==> config.mk <==
export PLATFORM = sky130hd
export DESIGN_NAME = vrased_rst_ctrl_flat
export DESIGN_NICKNAME = d
export VERILOG_FILES = /design/src/rtl/vrased_rst_ctrl_if.sv /design/src/rtl/vrased_rst_ctrl.sv /design/src/flat_wrapper.sv
export SDC_FILE = /design/constraint.sdc
export NUM_CORES = 1
export LEC_CHECK = 0
export ABC_AREA = 0
export BUFFER_PORTS_ARGS = -buffer_cell sky130_fd_sc_hd__buf_2
export CAP_MARGIN = 10
export CORE_MARGIN = 2
export CORE_UTILIZATION = 46
export DETAILED_ROUTE_END_ITERATION = 8
export PLACE_DENSITY = 0.75
export SETUP_SLACK_MARGIN = 0.05
export SLEW_MARGIN = 20
export SYNTH_ARGS = -nofsm -noshare
export SYNTH_HDL_FRONTEND = slang
export SYNTH_SLANG_ARGS = --single-unit
==> constraint.sdc <==
create_clock -name clk -period 1.6 [get_ports clk]
set_input_delay 0.16 -clock clk [delete_from_list [all_inputs] [get_ports clk]]
set_output_delay 0.16 -clock clk [all_outputs]
set_load 0.005 [all_outputs]
==> src/rtl/vrased_rst_ctrl_if.sv <==
// ---------------------------------------------------------------------------
// vrased_rst_ctrl_if
// Bundle between the violation monitors / core and the PUC reset controller.
//
// Optional cause logging in vrased_rst_ctrl is enabled by the macro
// VRASED_RST_CAUSE_LOG_EN. This interface is the same in both builds.
//
// Signals:
//   viol_stack, viol_atomic, viol_dma : level violation flags from the monitors
//   pc        [15:0]                  : current program counter of the core
//   cause_clr                         : single-cycle clear of cause / viol_cnt
//   puc_rst                           : registered reset request to the core
//   cause     [3:0]                   : sticky {timeout, dma, atomic, stack}
//   viol_cnt  [CNT_W-1:0]             : saturating violation episode count
//   busy                              : controller is not idle
//
// Modports:
//   master : the monitor/core side (drives violations, pc, cause_clr)
//   slave  : the reset controller
// ---------------------------------------------------------------------------
interface vrased_rst_ctrl_if #(
    parameter int CNT_W = 8
);
    logic             viol_stack;
    logic             viol_atomic;
    logic             viol_dma;
    logic [15:0]      pc;
    logic             cause_clr;
    logic             puc_rst;
    logic [3:0]       cause;
    logic [CNT_W-1:0] viol_cnt;
    logic             busy;

    modport master (
        output viol_stack, viol_atomic, viol_dma, pc, cause_clr,
        input  puc_rst, cause, viol_cnt, busy
    );

    modport slave (
        input  viol_stack, viol_atomic, viol_dma, pc, cause_clr,
        output puc_rst, cause, viol_cnt, busy
    );
endinterface

==> src/rtl/vrased_rst_ctrl.sv <==
// ---------------------------------------------------------------------------
// vrased_rst_ctrl
// Merges the stack/key-access, atomicity and DMA violation flags into one
// registered, stretched PUC reset request. After releasing the request it
// waits for the core to reach the reset handler before re-arming; if the core
// never gets there within WAIT_TIMEOUT cycles the request is re-asserted.
//
// Optional feature (macro VRASED_RST_CAUSE_LOG_EN):
//   defined   : sticky cause vector and saturating episode counter are kept,
//               cleared by cause_clr while idle.
//   undefined : cause and viol_cnt read as 0, cause_clr is ignored; the state
//               machine, puc_rst and busy behave identically.
//
// Ports:
//   clk  : system clock
//   rst  : synchronous, active-high reset
//   bus  : vrased_rst_ctrl_if.slave (violations, pc, cause_clr in;
//          puc_rst, cause, viol_cnt, busy out)
// ---------------------------------------------------------------------------
module vrased_rst_ctrl #(
    parameter int          HOLD_CYCLES   = 8,
    parameter logic [15:0] RESET_HANDLER = 16'hFFFE,
    parameter int          WAIT_TIMEOUT  = 64,
    parameter int          CNT_W         = 8
) (
    input logic              clk,
    input logic              rst,
    vrased_rst_ctrl_if.slave bus
);
    typedef enum logic [1:0] {
        IDLE    = 2'd0,
        ASSERT  = 2'd1,
        WAIT_RV = 2'd2
    } state_t;

    localparam logic [7:0] HOLD_LOAD = 8'(HOLD_CYCLES - 1);
    localparam logic [7:0] TMO_LAST  = 8'(WAIT_TIMEOUT - 1);

    state_t     state_reg;
    logic       puc_rst_reg;
    logic       busy_reg;
    logic [7:0] hold_reg;
    logic [7:0] tmo_reg;

    logic [2:0] v;
    logic       any_v;
    logic       at_handler;
    logic       tmo_hit;

    assign v          = {bus.viol_dma, bus.viol_atomic, bus.viol_stack};
    assign any_v      = |v;
    assign at_handler = (bus.pc == RESET_HANDLER);
    assign tmo_hit    = (tmo_reg == TMO_LAST);

    always_ff @(posedge clk) begin
        if (rst) begin
            state_reg   <= IDLE;
            puc_rst_reg <= 1'b0;
            busy_reg    <= 1'b0;
            hold_reg    <= 8'd0;
            tmo_reg     <= 8'd0;
        end else begin
            case (state_reg)
                IDLE: begin
                    if (any_v) begin
                        state_reg   <= ASSERT;
                        puc_rst_reg <= 1'b1;
                        busy_reg    <= 1'b1;
                        hold_reg    <= HOLD_LOAD;
                    end else begin
                        puc_rst_reg <= 1'b0;
                    end
                end
                ASSERT: begin
                    // A violation during the hold restarts the full hold time;
                    // pc is deliberately not looked at here.
                    if (any_v) begin
                        hold_reg <= HOLD_LOAD;
                    end else if (hold_reg == 8'd0) begin
                        state_reg   <= WAIT_RV;
                        puc_rst_reg <= 1'b0;
                        tmo_reg     <= 8'd0;
                    end else begin
                        hold_reg <= hold_reg - 8'd1;
                    end
                end
                WAIT_RV: begin
                    tmo_reg <= tmo_reg + 8'd1;
                    // New violation beats the reset-handler check; timeout
                    // only fires when neither happened this cycle.
                    if (any_v || (!at_handler && tmo_hit)) begin
                        state_reg   <= ASSERT;
                        puc_rst_reg <= 1'b1;
                        hold_reg    <= HOLD_LOAD;
                    end else if (at_handler) begin
                        state_reg <= IDLE;
                        busy_reg  <= 1'b0;
                    end
                end
                default: begin
                    state_reg   <= IDLE;
                    puc_rst_reg <= 1'b0;
                    busy_reg    <= 1'b0;
                end
            endcase
        end
    end

    assign bus.puc_rst = puc_rst_reg;
    assign bus.busy    = busy_reg;

`ifdef VRASED_RST_CAUSE_LOG_EN
    logic [3:0]       cause_reg;
    logic [CNT_W-1:0] cnt_reg;
    logic [CNT_W-1:0] cnt_sat_next;
    logic [2:0]       cause_or_next;
    logic             new_episode;
    logic             timeout_fire;
    logic             clr_ok;

    genvar gi;
    generate
        for (gi = 0; gi < 3; gi++) begin : g_cause
            assign cause_or_next[gi] = cause_reg[gi] | v[gi];
        end
    endgenerate

    // An episode starts on a violation seen from IDLE or WAIT_RV; stretches
    // inside ASSERT belong to the episode already counted.
    assign new_episode  = any_v && ((state_reg == IDLE) || (state_reg == WAIT_RV));
    assign timeout_fire = (state_reg == WAIT_RV) && !any_v && !at_handler && tmo_hit;
    assign clr_ok       = (state_reg == IDLE) && bus.cause_clr;
    assign cnt_sat_next = (cnt_reg == {CNT_W{1'b1}}) ? cnt_reg : cnt_reg + CNT_W'(1);

    always_ff @(posedge clk) begin
        if (rst) begin
            cause_reg <= 4'd0;
            cnt_reg   <= '0;
        end else if (clr_ok) begin
            // Clear wins over history but not over a violation arriving now.
            cause_reg <= {1'b0, v};
            cnt_reg   <= any_v ? CNT_W'(1) : '0;
        end else begin
            cause_reg[2:0] <= cause_or_next;
            if (timeout_fire) begin
                cause_reg[3] <= 1'b1;
            end
            if (new_episode) begin
                cnt_reg <= cnt_sat_next;
            end
        end
    end

    assign bus.cause    = cause_reg;
    assign bus.viol_cnt = cnt_reg;
`else
    logic unused_cause_clr;
    assign unused_cause_clr = bus.cause_clr;
    assign bus.cause        = 4'd0;
    assign bus.viol_cnt     = '0;
`endif

endmodule

==> src/flat_wrapper.sv <==
// flat-port wrapper written by rule: the top's interface ports become plain ports
module vrased_rst_ctrl_flat 
#(
    parameter int          HOLD_CYCLES   = 8,
    parameter logic [15:0] RESET_HANDLER = 16'hFFFE,
    parameter int          WAIT_TIMEOUT  = 64,
    parameter int          CNT_W         = 8
)
  (clk, rst, bus_viol_stack, bus_viol_atomic, bus_viol_dma, bus_pc, bus_cause_clr, bus_puc_rst, bus_cause, bus_viol_cnt, bus_busy);
  vrased_rst_ctrl_if #(.CNT_W(CNT_W)) bus_i ();
  input logic clk;
  input logic rst;
  input wire logic [$bits(bus_i.viol_stack)-1:0] bus_viol_stack;
  input wire logic [$bits(bus_i.viol_atomic)-1:0] bus_viol_atomic;
  input wire logic [$bits(bus_i.viol_dma)-1:0] bus_viol_dma;
  input wire logic [$bits(bus_i.pc)-1:0] bus_pc;
  input wire logic [$bits(bus_i.cause_clr)-1:0] bus_cause_clr;
  output wire logic [$bits(bus_i.puc_rst)-1:0] bus_puc_rst;
  output wire logic [$bits(bus_i.cause)-1:0] bus_cause;
  output wire logic [$bits(bus_i.viol_cnt)-1:0] bus_viol_cnt;
  output wire logic [$bits(bus_i.busy)-1:0] bus_busy;
  assign bus_i.viol_stack = bus_viol_stack;
  assign bus_i.viol_atomic = bus_viol_atomic;
  assign bus_i.viol_dma = bus_viol_dma;
  assign bus_i.pc = bus_pc;
  assign bus_i.cause_clr = bus_cause_clr;
  assign bus_puc_rst = bus_i.puc_rst;
  assign bus_cause = bus_i.cause;
  assign bus_viol_cnt = bus_i.viol_cnt;
  assign bus_busy = bus_i.busy;
  vrased_rst_ctrl #(.HOLD_CYCLES(HOLD_CYCLES), .RESET_HANDLER(RESET_HANDLER), .WAIT_TIMEOUT(WAIT_TIMEOUT), .CNT_W(CNT_W)) u_core (.clk(clk), .rst(rst), .bus(bus_i));
endmodule
==> flow_summary.ini <==
[status]
status = complete, but fails checks
violations = negative setup slack

[global_route]
grt_max_degree = 19
grt_pass1_wl_mm = 5.96
antenna_found_initial = 0
grt.overflow.total = 0
grtUsageTotal = 0.233
grt_pass1_vias = 1403

[flow_run]
timing.max_cap.violations = 0

[routing]
wl_mm = 3.67
drtIter0Drc = 56
vias = 1385
drt-pass1-iter-count = 6
drc_errors = 0
postRouteAntennaNets = 0
via_per_inst = 5.87
wire_per_inst_um = 15.5

[sta]
hold-worst-slack_ps = 232
rsz0062_at_grt = true
clock_skew_ps = 7.58
relSlewSlack = 0.668
setup_viol = 15
slew_violations = 0
worst_pin_slew_ps = 494
finalCritPeriodShare = 1.14
setup_slack_ps = -223
finalHoldViolCount = 0
max_freq_mhz = 549
min_period_ps = 1820

[setup_path]
critPathSlowestCell = or4_4
crit_fanout = 5
max_stage_delay_ps = 420
crit_type = reg2reg
end_kind = flip-flop
reg2reg_depth = 7
required_ps = 1840
path_cells = inv_2 -> ha_4 -> nor4b_4 -> a41oi_2 -> buf_4 -> or4_4 -> a21oi_2
worstPathArrival_ps = 2060
start_kind = flip-flop

[finish]
nFillCells = 196
layout.cells.non_filler = 236
nets = 232
synthToLayoutAreaGrowth_pct = 43.1
drive_gt1_frac = 0.466
antenna_cells = 0
final_util = 0.711

[power]
pwr-share-comb = 0.200
power_per_cell_area_mw_per_mm2 = 575
switching_power_mw = 0.282
power_frac_clock = 0.293
power_leakage_nw = 0.706
p_seq_frac = 0.506
ir_drop_uv = 436
switching_share = 0.273
power.internal_mw = 0.750

[worst_hold_path]
holdPathStages = 2
hp-class = in2reg

[synthesis]
synth_commonest_cells = dfxtp_1, a21oi_1, buf_4
synthArstFlopShare = 0
yosys_warnings = 0
avgSynthCellArea_um2 = 8.53
synth-edff-count = 0
synthFlopType = dfxtp_1
ys_ff_latch = 20
synth_cell_types = 46
ys_top_cells_by_area = dfxtp_1, buf_4, a21oi_1, ha_1, nor2_1
synth_top_area_frac = 0.319
syn_area_mm2 = 0.00125
yosysMostFrequentCell = dfxtp_1
synth_cells = 147
yosys.area.top_type = dfxtp_1
ys_seq_area_frac = 0.319

[floorplan]
rows = 18
die-height_um = 56.2
die_area_mm2 = 0.00316
core_mm2 = 0.00252
die_w_um = 56.2
start_util = 0.497
pin_count = 36

[place]
place_ws_ps = -219
gp_congestion = 0.786
dp_hpwl_mm = 2.66
dp_cells = 225
io_buffers = 22

[clock_network]
cts_tree = yes
root_buffer = clkbuf_4
path_clk_slew_ps = 120
cts_made_buffers = 3
cts_hold_buf = 0
clock_sinks = 20
clk_latency_ps = 300
htreeDepth = 1
clockBufferDepth = 2
power groups by stage:
| stage | logic, mW | registers, mW | clock network (mW) |
|---|---|---|---|
| 2_1_floorplan | 0.125 | 0.532 | 0 |
| 3_3_place_gp | 0.172 | 0.531 | 0 |
| 3_5_place_dp | 0.179 | 0.533 | 0 |
| 4_1_cts | 0.198 | 0.522 | 0.306 |
| 5_1_grt | 0.225 | 0.524 | 0.326 |
| 6_report | 0.207 | 0.523 | 0.303 |
stage by stage:
| step | power, mW | setup TNS (ps) | cell area, um2 |
|---|---|---|---|
| floorplan | 0.657 | -180 | 1330 |
| global placement | 0.703 | -629 | 1600 |
| detailed placement | 0.713 | -1290 | 1600 |
| CTS | 1.03 | -1580 | 1780 |
| global route | 1.07 | -3460 | 1790 |
| finish | 1.03 | -2160 | 1790 |
cell type report:
type                            count  area [um2]  area share
Clock buffer                        4        36.3      0.0202
Inverter                            5        18.8      0.0105
Timing Repair Buffer               61         410       0.229
Multi-Input combinational cell    116         886       0.494
Tap cell                           30        37.5      0.0209
Sequential cell                    20         405       0.226
timing repair:
| item | CTS | global route |
|---|---|---|
| endpoints found under the hold margin | 0 | 0 |
| setup buffers | 6 | 1 |
| endpoints found under the setup margin | 16 | 19 |
| pin swaps | 7 | 4 |
| gates resized for setup | 17 | 2 |
routing by layer:
layer,share of wire,vias to the layer above,global-route usage
met5,0,-,0
met4,0.015,0,0.109
met3,0.041,8,0.0372
met2,0.54,49,0.418
met1,0.41,671,0.267
li1,-,657,-
critical path: cells and delay by family (launching register included):
family	cells	cell delay (ps)
and+or+nand+nor	2	650
AOI/OAI and AO/OA	2	360
adders and majority gates	1	130
buffers and inverters	2	270
DFF	1	350
placed cells by master (no fill, tap or decap), types with 3 or more instances in the layout:
cell and instances:
a21oi_1 10, a21oi_2 3, a41oi_2 3, buf_2 22
buf_4 37, clkbuf_4 3, conb_1 12, dfxtp_1 16
dfxtp_2 4, inv_1 3, mux2i_1 3, nand2_1 6
nand2b_1 5, nand3_1 5, nand4_1 4, nor2_1 10
o21ai_0 5, o31ai_1 3, or3_1 4, or4_1 3
worst paths after layout:
path                                                          to  slack, ps                       startpoint
worst min register to register    u_core.tmo_reg[7]$_SDFFE_PP0P_        520   u_core.tmo_reg[7]$_SDFFE_PP0P_
worst max-delay path              u_core.tmo_reg[6]$_SDFFE_PP0P_       -220  u_core.hold_reg[1]$_SDFFE_PP0P_
worst min-delay path            u_core.state_reg[0]$_SDFFE_PP0P_        230                              rst
worst max register to register    u_core.tmo_reg[6]$_SDFFE_PP0P_       -220  u_core.hold_reg[1]$_SDFFE_PP0P_
logic make-up after synthesis:
logic type | Yosys count | share of synthesized area
multiplexers | 4 | 0.0329
AND/OR/NAND/NOR | 53 | 0.261
AO/OA/AOI/OAI | 43 | 0.241
flip-flops | 20 | 0.319
other | 1 | 0.00299
adder cells (fa/ha/maj) | 3 | 0.0299
buffers and inverters | 22 | 0.106
XOR/XNOR | 1 | 0.00699
No activity file was read; power rests on OpenSTA's default activity.
